<file path="config.mk">
export PLATFORM = sky130hd
export DESIGN_NAME = butterworth_biquad_cascade
export DESIGN_NICKNAME = d
export VERILOG_FILES = /design/src/rtl/butterworth_pkg.sv /design/src/rtl/biquad_mac.sv /design/src/rtl/butterworth_biquad_cascade.sv
export SDC_FILE = /design/constraint.sdc
export NUM_CORES = 1
export LEC_CHECK = 0
export ABC_CLOCK_PERIOD_IN_PS = 14600
export CAP_MARGIN = 20
export CELL_PAD_IN_SITES_DETAIL_PLACEMENT = 1
export CELL_PAD_IN_SITES_GLOBAL_PLACEMENT = 1
export CORE_MARGIN = 2
export CORE_UTILIZATION = 52
export DETAILED_ROUTE_END_ITERATION = 16
export GPL_TIMING_DRIVEN = 0
export PLACE_DENSITY_LB_ADDON = 0.25
export SYNTH_ARGS = -nofsm -noshare
export SYNTH_HDL_FRONTEND = slang
export SYNTH_HIERARCHICAL = 1
export SYNTH_SLANG_ARGS = --single-unit
</file>
<file path="constraint.sdc">
create_clock -name CLK -period 14.6 [get_ports CLK]
set_input_delay 2.92 -clock CLK [delete_from_list [all_inputs] [get_ports CLK]]
set_output_delay 2.92 -clock CLK [all_outputs]
set_load 0.01 [all_outputs]
</file>
<file path="src/rtl/butterworth_pkg.sv">
// Shared types and constants for the time-multiplexed biquad cascade.
package butterworth_pkg;

  typedef enum logic [1:0] {
    IDLE = 2'd0,
    MAC  = 2'd1,
    OUT  = 2'd2
  } state_t;

  // Coefficient order within one section's block of five
  localparam int B0    = 0;
  localparam int B1    = 1;
  localparam int B2    = 2;
  localparam int A1    = 3;
  localparam int A2    = 4;
  localparam int TERMS = 5;

  // Four guard bits cover the sum of five full-scale products
  function automatic int acc_width(input int data_w, input int coef_w);
    return data_w + coef_w + 4;
  endfunction

endpackage

</file>
<file path="src/rtl/biquad_mac.sv">
// Shared multiply-accumulate with rounding and DATA_W reduction of each section result.
// Define BUTTERWORTH_SAT_EN to saturate section results; otherwise they wrap.
module biquad_mac
  import butterworth_pkg::*;
#(
  parameter int DATA_W = 16,
  parameter int COEF_W = 16,
  parameter int FRAC_W = 14
) (
  input  logic                     CLK,
  input  logic                     RST_N,
  input  logic                     en,
  input  logic                     last,
  input  logic                     sub,
  input  logic signed [DATA_W-1:0] sample,
  input  logic signed [COEF_W-1:0] coef,
  output logic signed [DATA_W-1:0] result
);

  localparam int ACC_W  = acc_width(DATA_W, COEF_W);
  localparam int PROD_W = DATA_W + COEF_W;
  localparam logic signed [ACC_W-1:0] RND  = ACC_W'(2 ** (FRAC_W - 1));
  localparam logic signed [ACC_W-1:0] MAXV = {{(ACC_W-DATA_W+1){1'b0}}, {(DATA_W-1){1'b1}}};
  localparam logic signed [ACC_W-1:0] MINV = {{(ACC_W-DATA_W+1){1'b1}}, {(DATA_W-1){1'b0}}};

  logic signed [PROD_W-1:0] prod;
  logic signed [ACC_W-1:0]  term;
  logic signed [ACC_W-1:0]  sum;
  logic signed [ACC_W-1:0]  shifted;
  logic signed [ACC_W-1:0]  acc_reg;

  assign prod    = PROD_W'(sample) * PROD_W'(coef);
  assign term    = sub ? -ACC_W'(prod) : ACC_W'(prod);
  assign sum     = acc_reg + term;
  assign shifted = (sum + RND) >>> FRAC_W;

`ifdef BUTTERWORTH_SAT_EN
  always_comb begin
    result = shifted[DATA_W-1:0];
    if (shifted > MAXV)      result = MAXV[DATA_W-1:0];
    else if (shifted < MINV) result = MINV[DATA_W-1:0];
  end
`else
  logic unused_hi;
  assign unused_hi = ^{shifted[ACC_W-1:DATA_W], MAXV, MINV};
  assign result    = shifted[DATA_W-1:0];
`endif

  // The final term of a section is folded in combinationally, so the accumulator restarts at zero
  always_ff @(posedge CLK or negedge RST_N) begin
    if (!RST_N)    acc_reg <= '0;
    else if (en)   acc_reg <= last ? '0 : sum;
  end

endmodule

</file>
<file path="src/rtl/butterworth_biquad_cascade.sv">
// N_SEC Direct Form I biquads sharing one MAC, one term per cycle; sample-in/sample-out handshakes.
// Define BUTTERWORTH_SAT_EN to saturate each section result instead of wrapping.
module butterworth_biquad_cascade
  import butterworth_pkg::*;
#(
  parameter int DATA_W = 16,
  parameter int COEF_W = 16,
  parameter int FRAC_W = 14,
  parameter int N_SEC  = 2
) (
  input  logic                             CLK,
  input  logic                             RST_N,
  input  logic signed [DATA_W-1:0]         in_data,
  input  logic                             in_valid,
  output logic                             in_ready,
  output logic signed [DATA_W-1:0]         out_data,
  output logic                             out_valid,
  input  logic                             out_ready,
  input  logic                             coef_we,
  input  logic [$clog2(5*N_SEC)-1:0]       coef_addr,
  input  logic signed [COEF_W-1:0]         coef_wdata,
  output logic                             busy
);

  localparam int N_COEF = TERMS * N_SEC;
  localparam int AW     = $clog2(N_COEF);
  localparam int SW     = (N_SEC > 1) ? $clog2(N_SEC) : 1;
  localparam logic [AW:0] COEF_LIMIT = (AW+1)'(N_COEF);
  localparam logic signed [COEF_W-1:0] ONE = COEF_W'(2 ** FRAC_W);

  state_t state_reg, state_next;
  logic [AW-1:0] idx_reg;
  logic [2:0]    term_reg;
  logic [SW-1:0] sec_reg;
  logic signed [DATA_W-1:0] cur_x_reg, out_data_reg;
  logic signed [COEF_W-1:0] coef_mem [N_COEF];
  logic signed [DATA_W-1:0] x1_mem [N_SEC];
  logic signed [DATA_W-1:0] x2_mem [N_SEC];
  logic signed [DATA_W-1:0] y1_mem [N_SEC];
  logic signed [DATA_W-1:0] y2_mem [N_SEC];

  logic signed [DATA_W-1:0] operand, res;
  logic mac_en, last_term, last_sec, coef_wr;

  assign mac_en    = (state_reg == MAC);
  assign last_term = (term_reg == 3'(A2));
  assign last_sec  = (sec_reg == SW'(N_SEC - 1));
  assign coef_wr   = coef_we && (state_reg == IDLE) && ({1'b0, coef_addr} < COEF_LIMIT);
  assign out_data  = out_data_reg;

  always_comb begin
    operand = cur_x_reg;
    case (term_reg)
      3'(B1):  operand = x1_mem[sec_reg];
      3'(B2):  operand = x2_mem[sec_reg];
      3'(A1):  operand = y1_mem[sec_reg];
      3'(A2):  operand = y2_mem[sec_reg];
      default: operand = cur_x_reg;
    endcase
  end

  biquad_mac #(.DATA_W(DATA_W), .COEF_W(COEF_W), .FRAC_W(FRAC_W)) u_mac (
    .CLK    (CLK),
    .RST_N  (RST_N),
    .en     (mac_en),
    .last   (last_term),
    .sub    (term_reg >= 3'(A1)),
    .sample (operand),
    .coef   (coef_mem[idx_reg]),
    .result (res)
  );

  always_ff @(posedge CLK or negedge RST_N) begin
    if (!RST_N) state_reg <= IDLE;
    else        state_reg <= state_next;
  end

  always_comb begin
    state_next = state_reg;
    in_ready   = 1'b0;
    out_valid  = 1'b0;
    busy       = 1'b1;
    case (state_reg)
      IDLE: begin
        in_ready = 1'b1;
        busy     = 1'b0;
        if (in_valid) state_next = MAC;
      end
      MAC:  if (last_term && last_sec) state_next = OUT;
      OUT: begin
        out_valid = 1'b1;
        if (out_ready) state_next = IDLE;
      end
      default: state_next = IDLE;
    endcase
  end

  // Sequencing: coefficient index, term within section, and the section's input sample
  always_ff @(posedge CLK or negedge RST_N) begin
    if (!RST_N) begin
      idx_reg      <= '0;
      term_reg     <= '0;
      sec_reg      <= '0;
      cur_x_reg    <= '0;
      out_data_reg <= '0;
    end else if (state_reg == IDLE) begin
      idx_reg  <= '0;
      term_reg <= '0;
      sec_reg  <= '0;
      if (in_valid) cur_x_reg <= in_data;
    end else if (mac_en) begin
      idx_reg <= idx_reg + AW'(1);
      if (last_term) begin
        term_reg  <= '0;
        sec_reg   <= sec_reg + SW'(1);
        cur_x_reg <= res;
        if (last_sec) out_data_reg <= res;
      end else begin
        term_reg <= term_reg + 3'd1;
      end
    end
  end

  always_ff @(posedge CLK or negedge RST_N) begin
    if (!RST_N) begin
      for (int i = 0; i < N_COEF; i++) coef_mem[i] <= ((i % TERMS) == B0) ? ONE : '0;
    end else if (coef_wr) begin
      coef_mem[coef_addr] <= coef_wdata;
    end
  end

  always_ff @(posedge CLK or negedge RST_N) begin
    if (!RST_N) begin
      for (int i = 0; i < N_SEC; i++) begin
        x1_mem[i] <= '0;
        x2_mem[i] <= '0;
        y1_mem[i] <= '0;
        y2_mem[i] <= '0;
      end
    end else if (mac_en && last_term) begin
      x2_mem[sec_reg] <= x1_mem[sec_reg];
      x1_mem[sec_reg] <= cur_x_reg;
      y2_mem[sec_reg] <= y1_mem[sec_reg];
      y1_mem[sec_reg] <= res;
    end
  end

endmodule

</file>
==> results by stage <==
Synth:
- The synthesized netlist occupies a cell area of 28700 um^2.
- Dividing the synthesized area by the synthesized cell count gives 10.9 um^2.
- After synthesis, the largest family of logic cells by area is adder cells.
- In this run, synthesis inferred 0 flip-flops with an integrated enable.
- The mux cell area share after synthesis is 17.7%.
- The flop and latch count out of synthesis is 360.
- The unique cell type count in the Yosys netlist is 97.
- The flip-flop cell with the highest count after synthesis is sky130_fd_sc_hd__dfrtp_1.
- The portion of the post-synthesis area used by sequential elements is 31.4%.
- After synthesis, the share of flip-flops with an asynchronous set or reset is 100%.
- The xor/xnor cell area share of the yosys netlist is 3.12%.
- The post-synthesis share of cell area spent on full adders, half adders and majority gates is 22.5%.
- In the synthesized netlist, the number of instances is 2626.
- After Yosys synthesis, and, or, nand and nor cells account for 10.2% of the synthesized area.
- The warning count from the yosys run is 6.
- The synthesized netlist devotes 8.43% of its cell area to compound gates.
- When the netlist entered floorplanning its net count stood at 3033.

Clocking:
- No sink is reached through more buffers than the 3 on the longest clock path.
- The number of gates resized after CTS was 0.
- The cell sitting at the root of the clock tree is a sky130_fd_sc_hd__clkbuf_16.
- The clock buffer count from CTS is 40.
- The clock net in this run drives a total of 360 sinks.
- The post-CTS setup-driven buffer insertion count is 0.
- Buffers inserted to repair hold after CTS numbered 0.
- The H-tree was split into 2 levels.
- The clock slew at the register clock pins of the worst setup and hold paths is 0.06 ns.
- The latest clock arrival within the worst-skew pair is 0.58 ns.
- TritonCTS built the clock tree.

Outcome:
- The run finished with clean final reports.

STA:
- On the final layout, the worst clock skew is 0.0260 ns.
- Setup repair after global routing left no endpoint under its margin.
- At the pin with the least slew margin, the transition time is 1.33 ns.
- Dividing the final minimum period by the clock period gives 95.2%.
- Based on the critical path, the design can be clocked at up to 71.9 MHz.
- Setup slack closes at 0.694 ns.
- Setup violations remaining at the end of the flow were counted as 0.
- The routed design could run at a clock period as short as 13.91 ns.
- The final number of max-transition violations is 0.
- The number of endpoints with negative hold slack in the final report is 0.
- The worst slew margin relative to its limit is 10.8%.

Floorplanning:
- The floorplan die width is 239 um.
- After floorplanning, the core was divided into 86 placement rows.
- Once the floorplan was initialized, standard cells occupied 52.3% of the core.
- The floorplan step defined a die boundary enclosing 57000 um^2.
- After floorplanning, the core was sized to cover 54800 um^2.
- From bottom edge to top edge, the die measures 239 um.
- The I/O pin count is 60.

Worst setup path:
- The internal reg-to-reg setup slack is 0.69 ns.
- The largest fanout on the critical path is 10.
- STA classifies the critical path endpoint as a flip-flop.
- The category of the most critical setup path is reg -> reg.
- For this design, the slowest cell found on the critical path is sky130_fd_sc_hd__fa_1.
- The data arrival time of the worst path is 14.37 ns.
- The worst setup path is launched from a flip-flop.
- The largest single stage delay on the critical path is 0.60 ns.
- The worst register-to-register path has a depth of 47.
- For the worst setup path, the data required time is 15.07 ns.

Cells and area:
- The area overhead of the layout relative to synthesis is 10.3%.
- The final non-filler cell total is 3467.
- The end-of-flow core utilization is 57.7%.
- In the final layout, the share of cells above drive strength 1 is 21.1%.
- The number of nets at the end of the flow is 3136.
- The register with the most flip-flops in the layout has 160 of them.
- More flip-flops sit in one register than any other, and that register is coef_mem.

GRT:
- The wire length of the first global-routing pass is 141000 um.
- The via count of the first global-routing pass is 23800.
- Entering global routing, the biggest net connects 122 pins.
- The total overflow reported by the global router is 0.
- The initial antenna violation count is 6.
- The total global routing track utilization is 32.7%.

Run:
- The max-cap check violation count is 0.

Detailed routing:
- After detailed routing, the number of vias per cell comes to 6.08.
- For this run, design rule violations remaining after detail routing come to 0.
- The detailed router finished its first iteration with 1129 violations.
- The number of vias in the routed layout is 21100.
- The average wire per cell in the routed design is 26.3 um.
- The wire length after detailed routing is 91000 um.
- The count of nets left with antenna violations once routing finished came out at 0.
- The number of search-and-repair iterations in the first detailed-routing pass is 5.

Placed design:
- The total of buffers placed on input and output ports is 42.
- The HPWL after detailed placement is 69000 um.
- The post-placement setup slack is 0.380 ns.
- The weighted congestion reported at the end of routability-driven placement is 0.915.
- In this run, placement finished with an instance count of 3387.

Min path:
- The class of the tightest hold or removal check is reg -> reg.
- Counting instances, the worst hold path has a depth of 1.
## critical path, delay by kind of cell, from the launching register on
kind,cells,cell delay (ns)
simple gates,13,2.87
flops,1,0.39
compound gates,8,2.49
fa+ha+maj,9,4.06
xor+xnor,2,0.35
buf+inv,13,3.02
mux,2,0.62
## metrics by stage
| step | TNS (ns) | hold WS (ns) | area [um^2] |
|---|---|---|---|
| after floorplan | 0 | 0.453 | 28700 |
| after global placement | -1658.95 | 0.468 | 30000 |
| after detailed placement | 0 | 0.481 | 30200 |
| after CTS | 0 | 0.498 | 31500 |
| after global routing | 0 | 0.508 | 31600 |
| final | 0 | 0.495 | 31600 |
## area by class of cell
cell class | instances | area (um^2)
Tap cell | 704 | 881
Buffer | 146 | 642
Inverter | 333 | 1250
Sequential cell | 360 | 9010
Timing Repair Buffer | 61 | 648
Multi-Input combinational cell | 1787 | 17900
Antenna cell | 4 | 10.0
Fill cell | 5804 | 23200
Clock buffer | 62 | 1190
Clock inverter | 10 | 115
## final timing paths
path	start	end
worst max register to register	term_reg[2]	cur_x_reg[15]
worst min register to register	u_mac/acc_reg[20]	u_mac/acc_reg[20]
min in group asynchronous	RST_N	x2_mem[14]
worst min-delay path	u_mac/acc_reg[20]	u_mac/acc_reg[20]
worst max-delay path	term_reg[2]	cur_x_reg[15]
max in group asynchronous	RST_N	coef_mem[132]
## synth_stat cells (22+ instances only)
cell	number	area share [%]
sky130_fd_sc_hd__and2_1	122	2.7
sky130_fd_sc_hd__fa_1	249	17
sky130_fd_sc_hd__o21ai_0	48	0.84
sky130_fd_sc_hd__xor2_1	31	0.95
sky130_fd_sc_hd__buf_2	30	0.52
sky130_fd_sc_hd__xnor2_1	71	2.2
sky130_fd_sc_hd__a22oi_1	30	0.79
sky130_fd_sc_hd__buf_1	25	0.33
sky130_fd_sc_hd__mux2i_1	22	0.77
sky130_fd_sc_hd__a21oi_1	62	1.1
sky130_fd_sc_hd__nand2_1	177	2.3
sky130_fd_sc_hd__nand2b_1	27	0.59
sky130_fd_sc_hd__inv_1	330	4.3
sky130_fd_sc_hd__mux2_2	387	15
sky130_fd_sc_hd__dfrtp_1	358	31
sky130_fd_sc_hd__clkbuf_1	84	1.1
sky130_fd_sc_hd__nor2_1	72	0.94
sky130_fd_sc_hd__ha_1	117	5.1
## cell families (layout without fill, tap and decap cells)
family          after synthesis  in the layout
other cells                   0              4
mux                         435            435
fa+ha+maj                   366            366
flops                       360            360
compound gates              339            339
simple gates                545            545
xor+xnor                    102            102
buf+inv                     479            612
## per-layer routing
layer / routed length [um] / track usage [%]
met5: 0 / 0
met4: 5140 / 16.9
met3: 4470 / 5.30
met2: 44900 / 55.6
met1: 36500 / 40.2
## cell usage in the layout (no fill, tap or decap), types with 14 or more instances in the layout
master / count
sky130_fd_sc_hd__mux2_2: 387
sky130_fd_sc_hd__dfrtp_1: 358
sky130_fd_sc_hd__inv_1: 330
sky130_fd_sc_hd__fa_1: 249
sky130_fd_sc_hd__nand2_1: 177
sky130_fd_sc_hd__and2_1: 122
sky130_fd_sc_hd__ha_1: 117
sky130_fd_sc_hd__clkbuf_1: 93
sky130_fd_sc_hd__nor2_1: 72
sky130_fd_sc_hd__xnor2_1: 71
sky130_fd_sc_hd__a21oi_1: 62
sky130_fd_sc_hd__o21ai_0: 48
sky130_fd_sc_hd__clkdlybuf4s50_1: 41
sky130_fd_sc_hd__clkbuf_16: 40
sky130_fd_sc_hd__buf_2: 31
sky130_fd_sc_hd__xor2_1: 31
sky130_fd_sc_hd__a22oi_1: 30
sky130_fd_sc_hd__nand2b_1: 27
sky130_fd_sc_hd__buf_1: 25
sky130_fd_sc_hd__mux2i_1: 22
sky130_fd_sc_hd__nor3_1: 20
sky130_fd_sc_hd__nand3_1: 19
sky130_fd_sc_hd__o22ai_1: 18
sky130_fd_sc_hd__a22o_1: 17
sky130_fd_sc_hd__mux4_2: 16
sky130_fd_sc_hd__o221ai_1: 16
sky130_fd_sc_hd__a21o_1: 14
Power is not shown: default switching activity piles up to over one toggle a cycle in this logic, so the estimate is an artifact.
